### src/rtl/cpu_pkg.sv
// Shared CPU definitions: fetch FSM states, reset PC and
// instruction field bit positions.
package cpu_pkg;

   typedef enum logic [1:0] {
      IDLE,
      REQ,
      HOLD
   } state_e;

   localparam logic [31:0] RESET_PC_DEF = 32'h0000_3000;

   localparam int OP_HI   = 31;
   localparam int OP_LO   = 26;
   localparam int RS_HI   = 25;
   localparam int RS_LO   = 21;
   localparam int RT_HI   = 20;
   localparam int RT_LO   = 16;
   localparam int RD_HI   = 15;
   localparam int RD_LO   = 11;
   localparam int IMM_HI  = 15;
   localparam int IMM_LO  = 0;
   localparam int FUNC_HI = 5;
   localparam int FUNC_LO = 0;
   localparam int JIDX_HI = 25;
   localparam int JIDX_LO = 0;

endpackage

### src/rtl/stage_1_next_pc.sv
// Next-PC selection for the fetch stage: jr > j > taken branch > pc+4.
// Purely combinational; misalign flags a jr target with low bits set.
module stage_1_next_pc
   import cpu_pkg::*;
(
   input  logic [31:0] pc_plus_4,
   input  logic [31:0] ir,
   input  logic        branch,
   input  logic        zero,
   input  logic        j,
   input  logic        jr,
   input  logic [31:0] jr_target,
   output logic [31:0] next_pc,
   output logic        misalign
);

   logic [31:0] br_off;
   logic [31:0] br_pc;
   logic [31:0] j_pc;
   logic [31:0] jr_pc;
   logic        unused_op;

   assign unused_op = ^ir[OP_HI:OP_LO];

   assign br_off = {{14{ir[IMM_HI]}}, ir[IMM_HI:IMM_LO], 2'b00};
   assign br_pc  = pc_plus_4 + br_off;
   assign j_pc   = {pc_plus_4[31:28], ir[JIDX_HI:JIDX_LO], 2'b00};
   assign jr_pc  = {jr_target[31:2], 2'b00};

   always_comb begin
      next_pc  = pc_plus_4;
      misalign = 1'b0;
      if (jr) begin
         next_pc  = jr_pc;
         misalign = |jr_target[1:0];
      end else if (j) begin
         next_pc = j_pc;
      end else if (branch && zero) begin
         next_pc = br_pc;
      end
   end

endmodule

### src/rtl/stage_1_fetch.sv
// Instruction fetch stage: owns the PC, runs the imem req/ack handshake
// and holds the fetched word for decode until it retires.
module stage_1_fetch
   import cpu_pkg::*;
#(
   parameter logic [31:0] RESET_PC = RESET_PC_DEF,
   parameter int          MAX_WAIT = 16
) (
   input  logic        clock,
   input  logic        reset,
   output logic        imem_req,
   output logic [31:0] imem_addr,
   input  logic        imem_ack,
   input  logic [31:0] imem_rdata,
   output logic        instr_valid,
   input  logic        instr_done,
   input  logic        branch,
   input  logic        zero,
   input  logic        j,
   input  logic        jr,
   input  logic [31:0] jr_target,
   output logic [5:0]  op,
   output logic [4:0]  rs,
   output logic [4:0]  rt,
   output logic [4:0]  rd,
   output logic [15:0] imm,
   output logic [5:0]  func,
   output logic [31:0] pc,
   output logic [31:0] pc_plus_4,
   output logic        fetch_err
);

   localparam int CW = $clog2(MAX_WAIT + 1);
   localparam logic [CW-1:0] CNT_LAST = CW'(MAX_WAIT - 1);

   state_e          state_q, state_d;
   logic [31:0]     pc_q, pc_d;
   logic [31:0]     ir_q, ir_d;
   logic [CW-1:0]   cnt_q, cnt_d;
   logic            err_q, err_d;
   logic            req_q, req_d;
   logic            vld_q, vld_d;
   logic [31:0]     next_pc;
   logic            misalign;

   assign pc_plus_4 = pc_q + 32'd4;

   stage_1_next_pc u_next_pc (
      .pc_plus_4 (pc_plus_4),
      .ir        (ir_q),
      .branch    (branch),
      .zero      (zero),
      .j         (j),
      .jr        (jr),
      .jr_target (jr_target),
      .next_pc   (next_pc),
      .misalign  (misalign)
   );

   always_comb begin
      state_d = state_q;
      pc_d    = pc_q;
      ir_d    = ir_q;
      cnt_d   = cnt_q;
      err_d   = err_q;
      unique case (state_q)
         IDLE: state_d = REQ;
         REQ: begin
            if (imem_ack) begin
               ir_d    = imem_rdata;
               cnt_d   = '0;
               state_d = HOLD;
            end else if (cnt_q == CNT_LAST) begin
               // Saturate and keep requesting; the error is only a flag.
               err_d = 1'b1;
            end else begin
               cnt_d = cnt_q + 1'b1;
            end
         end
         HOLD: begin
            if (instr_done) begin
               pc_d    = next_pc;
               state_d = REQ;
               if (misalign) err_d = 1'b1;
            end
         end
         default: state_d = IDLE;
      endcase
      req_d = (state_d == REQ);
      vld_d = (state_d == HOLD);
   end

   always_ff @(posedge clock or negedge reset) begin
      if (!reset) begin
         state_q <= IDLE;
         pc_q    <= RESET_PC;
         ir_q    <= '0;
         cnt_q   <= '0;
         err_q   <= 1'b0;
         req_q   <= 1'b0;
         vld_q   <= 1'b0;
      end else begin
         state_q <= state_d;
         pc_q    <= pc_d;
         ir_q    <= ir_d;
         cnt_q   <= cnt_d;
         err_q   <= err_d;
         req_q   <= req_d;
         vld_q   <= vld_d;
      end
   end

   assign imem_req    = req_q;
   assign imem_addr   = pc_q;
   assign instr_valid = vld_q;
   assign pc          = pc_q;
   assign fetch_err   = err_q;

   assign op   = ir_q[OP_HI:OP_LO];
   assign rs   = ir_q[RS_HI:RS_LO];
   assign rt   = ir_q[RT_HI:RT_LO];
   assign rd   = ir_q[RD_HI:RD_LO];
   assign imm  = ir_q[IMM_HI:IMM_LO];
   assign func = ir_q[FUNC_HI:FUNC_LO];

endmodule
### config.mk
export PLATFORM = sky130hd
export DESIGN_NAME = stage_1_fetch
export DESIGN_NICKNAME = d
export VERILOG_FILES = /design/src/rtl/cpu_pkg.sv /design/src/rtl/stage_1_next_pc.sv /design/src/rtl/stage_1_fetch.sv
export SDC_FILE = /design/constraint.sdc
export NUM_CORES = 1
export LEC_CHECK = 0
export CAP_MARGIN = 20
export CORE_MARGIN = 3
export CORE_UTILIZATION = 27
export DETAILED_ROUTE_END_ITERATION = 7
export DONT_BUFFER_PORTS = 1
export SLEW_MARGIN = 20
export SYNTH_ARGS = -nofsm -noshare
export SYNTH_HDL_FRONTEND = slang
export SYNTH_SLANG_ARGS = --single-unit
### constraint.sdc
create_clock -name clock -period 9.81 [get_ports clock]
set_input_delay 1.4715 -clock clock [delete_from_list [all_inputs] [get_ports clock]]
set_output_delay 1.4715 -clock clock [all_outputs]
set_load 0.03 [all_outputs]
### Word level (Yosys, flattened, before mapping)

Cells that the tools add are included.

* word-level logic and storage cells: 42
* input port bits: 72
* register bits: 74

* add/sub/neg operators: 3
* muxes and demuxes: 14
* equal/unequal tests: 10
* reductions and logical operators: 8

Operator list (count)
* two-way mux 32 bit: 3
* adder 32 x 3 -> 32 bit, second input constant: 1
* adder 32 bit: 1
* two-way mux 5 bit: 2
* != test 2 bit, second input constant: 5
* one-hot mux 2 bit (3 select lines): 1
* AND reduction 2 bit: 3
* adder 5 x 1 -> 5 bit, second input constant: 1
* == test 5 x 4 -> 1 bit, second input constant: 1
* two-way mux 1 bit: 5
* AND reduction 5 bit: 1
* == test 2 x 1 -> 1 bit, second input constant: 2
* == test 2 bit, second input constant: 2
* two-way mux 2 bit: 2
* logical NOT 2 bit: 1
* one-hot mux 1 bit (2 select lines): 1
* nonzero test 2 bit: 1
* OR reduction 2 bit: 1
* logical AND 1 bit: 1

### Longest topological paths before layout

Gate-level depths: netlist of the first run.

* depth after elaboration: 5
* gate-level depth with buffers: 16

### By module

A second synthesis of the first run with hierarchy kept.

* cells, all modules: 696
* area, all modules: 6208.5 um^2

By module, submodules not included
* stage_1_fetch: cells each 309, sequential area each 1854.3 um^2, area an instance 3749.8 um^2, times used 1
* stage_1_next_pc: cells each 387, sequential area each 0.0 um^2, area an instance 2458.6 um^2, times used 1

### Worst setup path before layout of the first run

No wires, ideal clock.

* path kind: register -> register
* from: register pc_q[5], in the netlist imem_addr[5]
* to: register pc_q[23], in the netlist imem_addr[23]
* path slack: 5.698 ns
* required time: 9.684 ns
* stages on the path, launching flop included: 16
* arrival: 3.986 ns
* library setup time: 0.126 ns
* cell sequence: dfrtp_1 > and3_1 > and4_1 > and2_1 > and3_2 > xor2_1 > ha_1 > clkbuf_1 > a21o_1 > a21o_1 > a21oi_1 > o211ai_2 > a21oi_1 > xor2_1 > a221oi_1 > a221o_1

* word-level cells in the longest chain between the ends: 5

RTL lines
* start, declared: RTL line stage_1_fetch.sv:37 `logic [31:0] pc_q, pc_d;`
* start signal, assigned: RTL line stage_1_fetch.sv:104 `pc_q <= pc_d;`
* adder 32 x 3 -> 32 bit: RTL line stage_1_fetch.sv:46 `assign pc_plus_4 = pc_q + 32'd4;`
* named net pc_plus_4[14]: RTL line stage_1_fetch.sv:29 `output logic [31:0] pc_plus_4,`
* adder 32 bit: RTL line stage_1_next_pc.sv:26 `assign br_pc = pc_plus_4 + br_off;`
* two-way mux 32 bit: RTL line stage_1_next_pc.sv:38 `end else if (branch && zero) begin`
* two-way mux 32 bit: RTL line stage_1_next_pc.sv:36 `end else if (j) begin`
* two-way mux 32 bit: RTL line stage_1_next_pc.sv:33 `if (jr) begin`

The timed path passes the listed nets, and every way through them passes these cells.
A chain may end at the register's enable or synchronous reset.

### Final worst setup path of the first run

* from: register pc_q[9], in the netlist imem_addr[9]
* to: register pc_q[29], in the netlist imem_addr[29]

Same word-level chain as after synthesis.

==> results.cfg, run 1 <==
[outcome]
status = finished, final reports clean

[clock_network]
root_buffer = clkbuf_16
cts_tree = built
cts_resized = 0
clockBufferDepth = 2
hold_buffers = 0
cts.reportedPaths.clkPinSlew_ns = 0.06
cts-htree-levels = 3
clk_latency_ns = 0.36
cts_setup_buffers = 0
cts_buffers = 9
cts_sinks = 72

[global_routing]
grt_pass1_vias = 5000
grt-ovfl-total = 0
grt_pass1_wl_mm = 31.4
grt_max_degree = 73
grt_antenna_before_repair = 4
grt_usage = 0.169

[timing]
rsz0062_at_grt = false
period_minus_slack_ns = 5.08
timing.final.ws_setup_ns = 4.73
fmax_mhz = 197
setup_viol = 0
period_share = 0.518
drv_slew = 0
skew_ns = 0.0161
maxSlewHeadroom = 0.265
final_hold_viol_count = 0
finalSetupTns_ns = 0
tightest_slew_ns = 1.09

[worst_setup_path]
cp_slowest_cell = dfrtp_1
critical_path.max_fanout = 7
critical_path_required_ns = 10.03
end_kind = flip-flop
max_stage_delay_ns = 0.94
crit_chain = and3_2 > nand4_4 > nand2b_1 > nor2b_1 > xor2_1 > ha_1 > a21o_1 > a21o_1 > a21oi_1 > nor2b_1 > o21a_1 > a211oi_1 > mux2_2 > o221ai_1 > o22ai_1
arrival_ns = 5.30
worstSetupPathType = flip-flop to flip-flop
start_kind = flip-flop

[synth]
postSynth.asyncResetShare = 1.00
netlist_area_um2 = 6080
ys.flop_type = dfrtp_1
synth_cells = 717
yosysWarnings = 0
synth_seq_area_share = 0.297
syn_area_per_cell_um2 = 8.48
synth-edff-count = 0
yosysUniqueCellTypes = 62
synth-seq-cells = 72

[placement]
place_worst_setup_slack_ns = 4.73
post_dp_cell_area_um2 = 6050
gp_congestion = 0.915
post-dp-hpwl_mm = 15.9
portBuffers = 0

[routing]
antenna_left = 0
wirelength_mm = 21.1
num_vias = 5212
dr.pass1.iters = 5
routedWlPerCell_um = 22.2
drt-initial-drc-count = 277
drc = 0
viasPerCell = 5.48

[floorplanning]
ioPinCount = 214
rows = 54
core_area_um2 = 22000
initial_core_util = 0.277
die_w_um = 156
die-area_um2 = 24300
die_h_um = 156

[job]
drv_cap = 0

[finish]
drive_above_1_share = 0.119
area_delta_synth_final_pct = 4.41
final.fill_count = 2332
seq_area_um2 = 1800
multi_input_area_um2 = 3780
fin_area_um2 = 6340
nNetsFinal = 777
diodes = 0
fin_util = 0.289

[hold_path]
hp-class = flip-flop to flip-flop
-- final timing paths --
check                                          from                        end  slack, ns  cells past startpoint
max                        imem_addr[9]$_DFFE_PN0P_  imem_addr[29]$_DFFE_PN0P_       4.73                     15
min                            cnt_q[2]$_DFFE_PN0P_       cnt_q[2]$_DFFE_PN0P_       0.51                      1
max reg2reg                imem_addr[9]$_DFFE_PN0P_  imem_addr[29]$_DFFE_PN0P_       4.73                     15
min reg2reg                    cnt_q[2]$_DFFE_PN0P_       cnt_q[2]$_DFFE_PN0P_       0.51                      1
max in group asynchronous                     reset  imem_addr[12]$_DFFE_PN1P_       8.81                      0
min in group asynchronous                     reset  imem_addr[25]$_DFFE_PN0P_       0.81                      0
-- Yosys cell counts (17+ instances only) --
master / count / share of area
a21o_1: 22 / 0.027
a21oi_1: 50 / 0.041
buf_4: 47 / 0.058
clkbuf_1: 30 / 0.019
dfrtp_1: 70 / 0.29
ha_1: 38 / 0.078
mux2_2: 34 / 0.063
nand2_1: 72 / 0.044
nand3_1: 32 / 0.026
nor2_1: 49 / 0.030
nor3_1: 17 / 0.014
o21ai_0: 46 / 0.038
xnor2_1: 28 / 0.040
-- cells in the final DEF, fill, tap and decap left out, types with 6 or more instances in the layout --
cell        n
o21ai_0    46
inv_1      14
a21o_1     22
a211oi_1   14
o21a_1      9
conb_1      6
nand3_1    32
xor2_1     16
and2_1      6
a21oi_1    50
a31oi_1     7
nor3_1     17
o211ai_1    7
xnor2_1    27
nor2_1     49
nand2_1    71
ha_1       38
and3_1     15
nand4_1    13
buf_4      11
mux2_2     34
dfrtp_1    70
clkbuf_16   9
-- metrics by stage --
| step | std cells | hold slack [ns] |
|---|---|---|
| after floorplan | 722 | 0.464 |
| after global placement | 933 | 0.489 |
| after detailed placement | 933 | 0.499 |
| after CTS | 949 | 0.513 |
| after global routing | 951 | 0.528 |
| final | 951 | 0.511 |
-- metal layers --
| layer | vias up | routed length (µm) | GRT usage |
|---|---|---|---|
| li1 | 2456 | - | - |
| met1 | 2503 | 9070 | 0.215 |
| met2 | 200 | 9390 | 0.259 |
| met3 | 45 | 2110 | 0.0771 |
| met4 | 8 | 493 | 0.0467 |
| met5 | - | 48 | 0 |
-- worst max-delay path, delay by kind of cell (launching register included) --
family	cells	cell delay, ns
AO/OA/AOI/OAI	7	1.34
multiplexers	1	0.37
AND/OR/NAND/NOR	5	1.13
flip-flops	1	0.94
adder cells (fa/ha/maj)	1	0.44
XOR/XNOR	1	0.69
-- final cells by class --
class | instances | share of cell area
multi-input cells | 557 | 0.596
flip-flops and latches | 72 | 0.284
well taps | 280 | 0.0552
clock buffers | 10 | 0.0361
clock inverters | 6 | 0.00690
repair buffers | 12 | 0.0136
inverters | 14 | 0.00828
-- cells by family (layout without fill, tap and decap cells) --
kind of cell | after synthesis | count (layout) | synth area share
simple gates | 232 | 232 | 0.188
compound gates | 198 | 198 | 0.212
buf+inv | 93 | 42 | 0.0869
flops | 72 | 72 | 0.297
xor+xnor | 45 | 45 | 0.0661
fa+ha+maj | 39 | 39 | 0.0815
mux | 37 | 37 | 0.0679
other cells | 1 | 6 | 0.000617
-- registers in the layout, indices dropped and copies added (netlist names) --
register / count
imem_addr: 30
instr_valid: 1
state_q: 2
imem_req: 1
cnt_q: 5
ir_q: 32
fetch_err: 1
Power of run 1 is not shown: default switching activity piles up to over one toggle a cycle in this logic, so the estimate is an artifact.
==> run 2: changes to the inputs <==
Clock period 9.81 ns to 4.4 ns, I/O delays scaled along.
==> results.cfg, run 2 (synthesized netlist as in run 1, its figures left out) <==
[outcome]
status = finished, final reports clean

[clock_network]
cts_setup_buffers = 0
clockBufferDepth = 2
cts.reportedPaths.clkPinSlew_ns = 0.06
cts_buffers = 9
clk_latency_ns = 0.36
root_buffer = clkbuf_16
cts_sinks = 72
cts_resized = 0
cts_tree = built
cts-htree-levels = 3
hold_buffers = 1

[routing]
wirelength_mm = 21.9
drc = 0
routedWlPerCell_um = 21.8
num_vias = 5514
drt-initial-drc-count = 377
dr.pass1.iters = 5
viasPerCell = 5.48
antenna_left = 0

[timing]
tightest_slew_ns = 1.03
fmax_mhz = 245
period_share = 0.927
maxSlewHeadroom = 0.308
drv_slew = 0
rsz0062_at_grt = false
setup_viol = 0
finalSetupTns_ns = 0
whs_ns = 0.154
skew_ns = 0.0162
period_minus_slack_ns = 4.08
final_hold_viol_count = 0

[worst_setup_path]
crit_chain = and3_1 > nand3_1 > nor2_1 > nand3_1 > xnor2_1 > ha_1 > a21o_1 > o21bai_1 > a21o_1 > a21o_1 > a21o_1 > a221o_1 > a31oi_1 > xnor2_1 > o2bb2ai_1
r2r_end = imem_addr[28]$_DFFE_PN0P_
arrival_ns = 4.35
r2r_slack_ns = 0.32
r2r_cells = 15
critical_path.max_fanout = 8
start_kind = flip-flop
max_stage_delay_ns = 0.48
crit_buf_inv = 0
reg2reg_from = imem_addr[4]$_DFFE_PN0P_
critical_path_required_ns = 4.67
cpMostUsedCell = a21o_1
end_kind = flip-flop
cp_slowest_cell = dfrtp_1
crit_family = compound AO/OA/AOI/OAI gates
worstSetupPathType = flip-flop to flip-flop
path_depth = 15

[placement]
placedCellCount = 989
portBuffers = 0
post-dp-hpwl_mm = 16.7
gp_congestion = 0.882

[hold_path]
hp-class = primary input to asynchronous set/reset pin

[floorplanning]
rows = 54
core_area_um2 = 22000
initial_core_util = 0.277
ioPinCount = 214
die_w_um = 156
die-area_um2 = 24300
die_h_um = 156

[global_routing]
grt_antenna_before_repair = 2
grt_pass1_wl_mm = 32.6
grt.met2_usage = 0.278
grt_usage = 0.176
top_usage_layer = met2
grt_max_degree = 71
met3_usage = 0.0813
met1_usage = 0.218
grt-ovfl-total = 0
grt_pass1_vias = 5271

[finish]
nNetsFinal = 832
regMostFlops = ir_q
layout_common_cells = nand2_1, dfrtp_1, buf_4
largest_register_ffs = 32
final_common_cell = nand2_1
final.fill_count = 2300
drive_above_1_share = 0.187
finalNonFillerCells = 1006
area_delta_synth_final_pct = 12.4
diodes = 0

[job]
drv_cap = 0
==> run 2: routing by layer <==
metal / routed length [µm] / up-vias
li1: - / 2578
met1: 9310 / 2631
met2: 9800 / 262
met3: 2350 / 39
met4: 417 / 4
met5: 27 / -
==> run 2: worst max path at each step <==
stage | start | slack [ns] | endpoint
floorplan | imem_addr[5]$_DFFE_PN0P_ | 0.29 | imem_addr[23]$_DFFE_PN0P_
global placement | imem_addr[13]$_DFFE_PN1P_ | 0.45 | imem_addr[29]$_DFFE_PN0P_
detailed placement | imem_addr[4]$_DFFE_PN0P_ | 0.45 | imem_addr[28]$_DFFE_PN0P_
CTS | imem_addr[4]$_DFFE_PN0P_ | 0.41 | imem_addr[28]$_DFFE_PN0P_
global route | imem_addr[4]$_DFFE_PN0P_ | 0.04 | imem_addr[28]$_DFFE_PN0P_
finish | imem_addr[4]$_DFFE_PN0P_ | 0.32 | imem_addr[28]$_DFFE_PN0P_
==> run 2: layout make-up <==
class | instances | area [µm²] | area share
clock inverters | 7 | 103 | 0.0150
repair buffers | 67 | 523 | 0.0766
flip-flops and latches | 72 | 1800 | 0.264
well taps | 280 | 350 | 0.0513
multi-input cells | 557 | 3770 | 0.552
inverters | 14 | 52.6 | 0.00770
clock buffers | 9 | 225 | 0.0330
==> run 2: stage by stage <==
step / util / cell area [µm²] / worst slack (ns)
floorplan: - / 6100 / 0.288
global placement: 0.295 / 6470 / 0.452
detailed placement: 0.295 / 6470 / 0.448
CTS: 0.311 / 6830 / 0.405
global route: 0.311 / 6830 / 0.0438
finish: 0.311 / 6830 / 0.321
Power of run 2 is left out for the same reason.
